**src/rtl/park_gate_controller.sv**
```systemverilog
// Parking-lot gate controller: eight-space occupancy bitmap, entry/exit handshakes and a timed gate.
// Define PARK_ROUND_ROBIN_EN to alternate winners on simultaneous requests (default: exit always wins).
module park_gate_controller #(
  parameter int unsigned GATE_CYCLES = 4
) (
  input  logic       clk,
  input  logic       reset,
  input  logic       entry_req,
  input  logic       exit_req,
  input  logic [2:0] exit_space,
  output logic       entry_ack,
  output logic [2:0] entry_space,
  output logic       entry_reject,
  output logic       exit_ack,
  output logic       exit_error,
  output logic [7:0] occupancy,
  output logic [3:0] free_count,
  output logic       full,
  output logic       gate_open
);

  typedef enum logic [2:0] {IDLE, ENTRY, EXIT, REJECT, ERROR, GATE_HOLD} state_e;

  localparam logic [3:0] HOLD_LOAD = 4'(GATE_CYCLES - 1);

  state_e     state_q, state_d;
  logic [7:0] occ_q, occ_d;
  logic [3:0] cnt_q, cnt_d;
  logic [2:0] free_idx;
  logic [3:0] zeros;
  logic       serve_exit;
  logic       entry_ack_c, entry_reject_c, exit_ack_c, exit_error_c, gate_open_c;
  logic [2:0] entry_space_c;

  // Lowest-index free space and the number of free spaces.
  always_comb begin
    free_idx = '0;
    zeros    = '0;
    for (int i = 7; i >= 0; i--) begin
      if (!occ_q[i]) free_idx = 3'(i);
    end
    for (int i = 0; i < 8; i++) begin
      zeros = zeros + {3'b000, ~occ_q[i]};
    end
  end

`ifdef PARK_ROUND_ROBIN_EN
  logic exit_next_q, exit_next_d;

  always_comb begin
    serve_exit  = exit_req && (!entry_req || exit_next_q);
    exit_next_d = exit_next_q;
    if (state_q == IDLE && entry_req && exit_req) exit_next_d = !serve_exit;
  end

  always_ff @(posedge clk) begin
    if (reset) exit_next_q <= 1'b1;
    else       exit_next_q <= exit_next_d;
  end
`else
  always_comb begin
    serve_exit = exit_req;
  end
`endif

  always_comb begin
    state_d        = state_q;
    occ_d          = occ_q;
    cnt_d          = cnt_q;
    entry_ack_c    = 1'b0;
    entry_space_c  = '0;
    entry_reject_c = 1'b0;
    exit_ack_c     = 1'b0;
    exit_error_c   = 1'b0;
    gate_open_c    = 1'b0;
    case (state_q)
      IDLE: begin
        if (serve_exit)     state_d = occ_q[exit_space] ? EXIT : ERROR;
        else if (entry_req) state_d = (&occ_q) ? REJECT : ENTRY;
      end
      ENTRY: begin
        entry_ack_c     = 1'b1;
        entry_space_c   = free_idx;
        occ_d[free_idx] = 1'b1;
        cnt_d           = HOLD_LOAD;
        state_d         = GATE_HOLD;
      end
      EXIT: begin
        exit_ack_c        = 1'b1;
        occ_d[exit_space] = 1'b0;
        cnt_d             = HOLD_LOAD;
        state_d           = GATE_HOLD;
      end
      REJECT: begin
        entry_reject_c = 1'b1;
        state_d        = IDLE;
      end
      ERROR: begin
        exit_error_c = 1'b1;
        state_d      = IDLE;
      end
      GATE_HOLD: begin
        gate_open_c = 1'b1;
        if (cnt_q == 4'd0) state_d = IDLE;
        else               cnt_d   = cnt_q - 4'd1;
      end
      default: state_d = IDLE;
    endcase
  end

  always_ff @(posedge clk) begin
    if (reset) begin
      state_q <= IDLE;
      occ_q   <= '0;
      cnt_q   <= '0;
    end else begin
      state_q <= state_d;
      occ_q   <= occ_d;
      cnt_q   <= cnt_d;
    end
  end

  // Pulses and the gate are forced low while reset is held, even mid-hold.
  assign entry_ack    = entry_ack_c & ~reset;
  assign entry_space  = reset ? 3'd0 : entry_space_c;
  assign entry_reject = entry_reject_c & ~reset;
  assign exit_ack     = exit_ack_c & ~reset;
  assign exit_error   = exit_error_c & ~reset;
  assign gate_open    = gate_open_c & ~reset;
  assign occupancy    = occ_q;
  assign free_count   = zeros;
  assign full         = &occ_q;

endmodule
```
**config.mk**
```make
export PLATFORM = sky130hd
export DESIGN_NAME = park_gate_controller
export DESIGN_NICKNAME = d
export VERILOG_FILES = /design/src/rtl/park_gate_controller.sv
export SDC_FILE = /design/constraint.sdc
export NUM_CORES = 1
export LEC_CHECK = 0
export BUFFER_PORTS_ARGS = -buffer_cell sky130_fd_sc_hd__buf_2
export CORE_MARGIN = 10
export CORE_UTILIZATION = 42
export DETAILED_ROUTE_END_ITERATION = 10
export GPL_TIMING_DRIVEN = 0
export PLACE_DENSITY = 0.76
export REMOVE_ABC_BUFFERS = 1
export SYNTH_ARGS = -nofsm -noshare
export SYNTH_HDL_FRONTEND = slang
export SYNTH_SLANG_ARGS = --single-unit
```
**constraint.sdc**
```tcl
create_clock -name clk -period 2.9 [get_ports clk]
set_input_delay 0.58 -clock clk [delete_from_list [all_inputs] [get_ports clk]]
set_output_delay 0.58 -clock clk [all_outputs]
set_load 0.05 [all_outputs]
```
==> run metrics <==
number of nets with antenna violations after routing=0; Pleak=0.000613 uW; RSZ-0062 raised after global routing=yes; Clock Sinks=15; Max Root-Sink Buffers=2; die height=72.6 um; # IOs=28; Post-synth EDFFs=0; placed insts=roughly 190; crit path max fanout=2; Slew headroom=0.482; yosys synthesis warning count=0; Post-Syn Area=1160 um2; Placeable Area=2710 um2; Die W=~73 um; CTS H-tree lvls=1; gr ovfl total=0; Tcrit/Tclk final=1.27; worst skew pair latency=slightly below 0.3 ns; DP Wirelength=about 2300 um; area delta synth->final=21.0%; final net count=183; Synth Register Bits=15; Fin Setup TNS=-2.21 ns; CP Class=flip-flop to output pin; fill count=270; TritonCTS Buffers=3; Peak Freq=about 0.27 GHz; commonest non-fill, non-tap cell in the layout=buf_2; number of max-cap violations=0; top_reg_cell synth=dfxtp_1; failing checks=negative setup slack; global-route wire length before repair=approximately 5000 um; initial DRC count=between 60 and 70; status=finished with violations; Slowest-stage cell, CP=fa_2; CP Capture Type=output pin; Crit path max-delay family=adder cells; Cell Rows=19; antenna violations before repair=0; largest net degree at the start of global routing=19; count of distinct cell types in the synthesized netlist=45; CP dominant cell by count=inv_2; pwr dens=between 300 and 400 nW/um2; share of cells above drive strength 1=0.317; Layout Cells excl Fill=between 150 and 200; 1st-pass router iterations=4; Comb pwr share=0.312; Worst path max stage delay=0.55 ns; Root Buffer=clkbuf_4; post-route minimum period=3.68 ns; vias after detailed routing=approximately 1,100; Total Routing Usage GR=0.114; number of buffers and inverters on the critical path=4; DR vias/cell=between 5 and 6; Final Slew Violations=0; Peak VDD IR=about 0.26 mV; Final GP Congestion=slightly below 0.9; ANT cells=0; die area=5270 um2; Post-synth ARST share=0; switching fraction of total power=0.365; Clk pwr share=0.239; switching power=between 150 and 200 uW; Cell Area, Placed=between 1000 and 1500 um2; vias in the first global route=around 1,100; HP Class=flip-flop to flip-flop; leading cell types in the layout, fill and taps excluded=buf_2, inv_1, nor2_1, dfxtp_1; final instance area=1410 um2; Worst-path clk slew=0.08 ns; CTS tree=done; WP data arrival=about 3.1 ns; fin worst setup slack=-0.777 ns; share of power burned in registers=0.449; Tightest Pin Transition=about 0.77 ns; Internal=approximately 320 uW; Cell Chain, Critical Path=fa_1, fa_1, inv_2, fa_2, ha_4, inv_2, fa_2, inv_2, buf_6; DRC Markers=0; final setup vio count=4; gate count after technology mapping=136; worst path required time=2.32 ns; Mapped Avg Cell Area=around 8.5 um2; Initial Util=0.429; hold violation total from the final report=0; Buffers on Ports=27; WL per Instance=about 16 um; Place WS=-0.732 ns; Seq/Total Area, Yosys=0.258; startpoint types=flip-flop; Worst Clk Skew=roughly 0.0089 ns; drt total wl=3030 um
Yosys cell counts (all sizes together), types with 2 or more instances:
cell type   n  area share
a41o        2       0.017
dfxtp      15        0.26
a311oi      2       0.015
a31oi       2       0.011
fa          4       0.069
nor3        8       0.043
nand3       4       0.017
o21ai       4       0.017
xnor2       2       0.015
a21oi       7       0.030
o211ai      2       0.013
o32ai       2       0.015
nor4        5       0.040
ha          7       0.075
nor2b       3       0.023
nor2       12       0.039
nand2b      3       0.016
mux4        2       0.039
inv        19       0.061
nand2       7       0.023
buf         6       0.038
registers in the layout, indices dropped and copies added, names as in the netlist:
name       count
cnt_q          4
state_q        3
occupancy      8
layout make-up:
type                            count  area [um2]  area share
Timing Repair Buffer               31         190       0.135
Clock buffer                        4        26.3      0.0187
Multi-Input combinational cell     95         768       0.546
Sequential cell                    15         312       0.222
Inverter                           19        71.3      0.0507
Tap cell                           31        38.8      0.0276
power groups by stage:
stage               Clock, uW  Combinational, uW  Sequential (uW)
detailed placement          0                135              236
floorplan                   0               94.8              238
global placement            0                130              236
global route              131                172              231
CTS                       126                147              229
finish                    122                159              229
tightest hold or removal path: stages (launching register included):
cell and delay [ns]:
dfxtp_1 0.34, o211ai_1 0.09, a21oi_1 0.07
through the flow:
stage / utilization / hold WS, ns / power, uW
2_1_floorplan: - / 0.488 / 333
3_5_place_dp: 0.476 / 0.538 / 371
4_1_cts: 0.506 / 0.555 / 502
3_3_place_gp: 0.476 / 0.516 / 366
5_1_grt: 0.519 / 0.550 / 534
6_report: 0.519 / 0.546 / 509
metal layers:
metal / GRT usage / part of all wire / vias to the layer above
met5: 0 / 0 / -
met4: 0.0295 / 0.0092 / 0
met3: 0.0395 / 0.079 / 5
met2: 0.196 / 0.49 / 37
met1: 0.132 / 0.42 / 534
li1: - / - / 543
kinds of logic (layout without fill, tap and decap cells):
family,Yosys count,after routing,synth area share
simple gates,50,50,0.256
compound gates,29,29,0.175
buf+inv,26,54,0.102
flops,15,15,0.258
fa+ha+maj,11,11,0.144
mux,3,3,0.0484
xor+xnor,2,2,0.0151
final timing paths:
path                                   start             to  slack, ns  cells past startpoint
worst max-delay path            occupancy[1]  free_count[1]      -0.78                      9
worst min-delay path                cnt_q[3]       cnt_q[3]       0.55                      2
worst max register to register    state_q[2]   occupancy[7]       1.16                      3
worst min register to register      cnt_q[3]       cnt_q[3]       0.55                      2
timing repair:
action                                 CTS  global route
cloned                                   0             0
pin swaps                                2             2
buffers inserted                         2             2
hold buffers                             0             0
setup endpoints to repair                4             4
endpoints found under the hold margin    0             0
gates resized for setup                 15             7
Power figures use the tool's default switching activity.
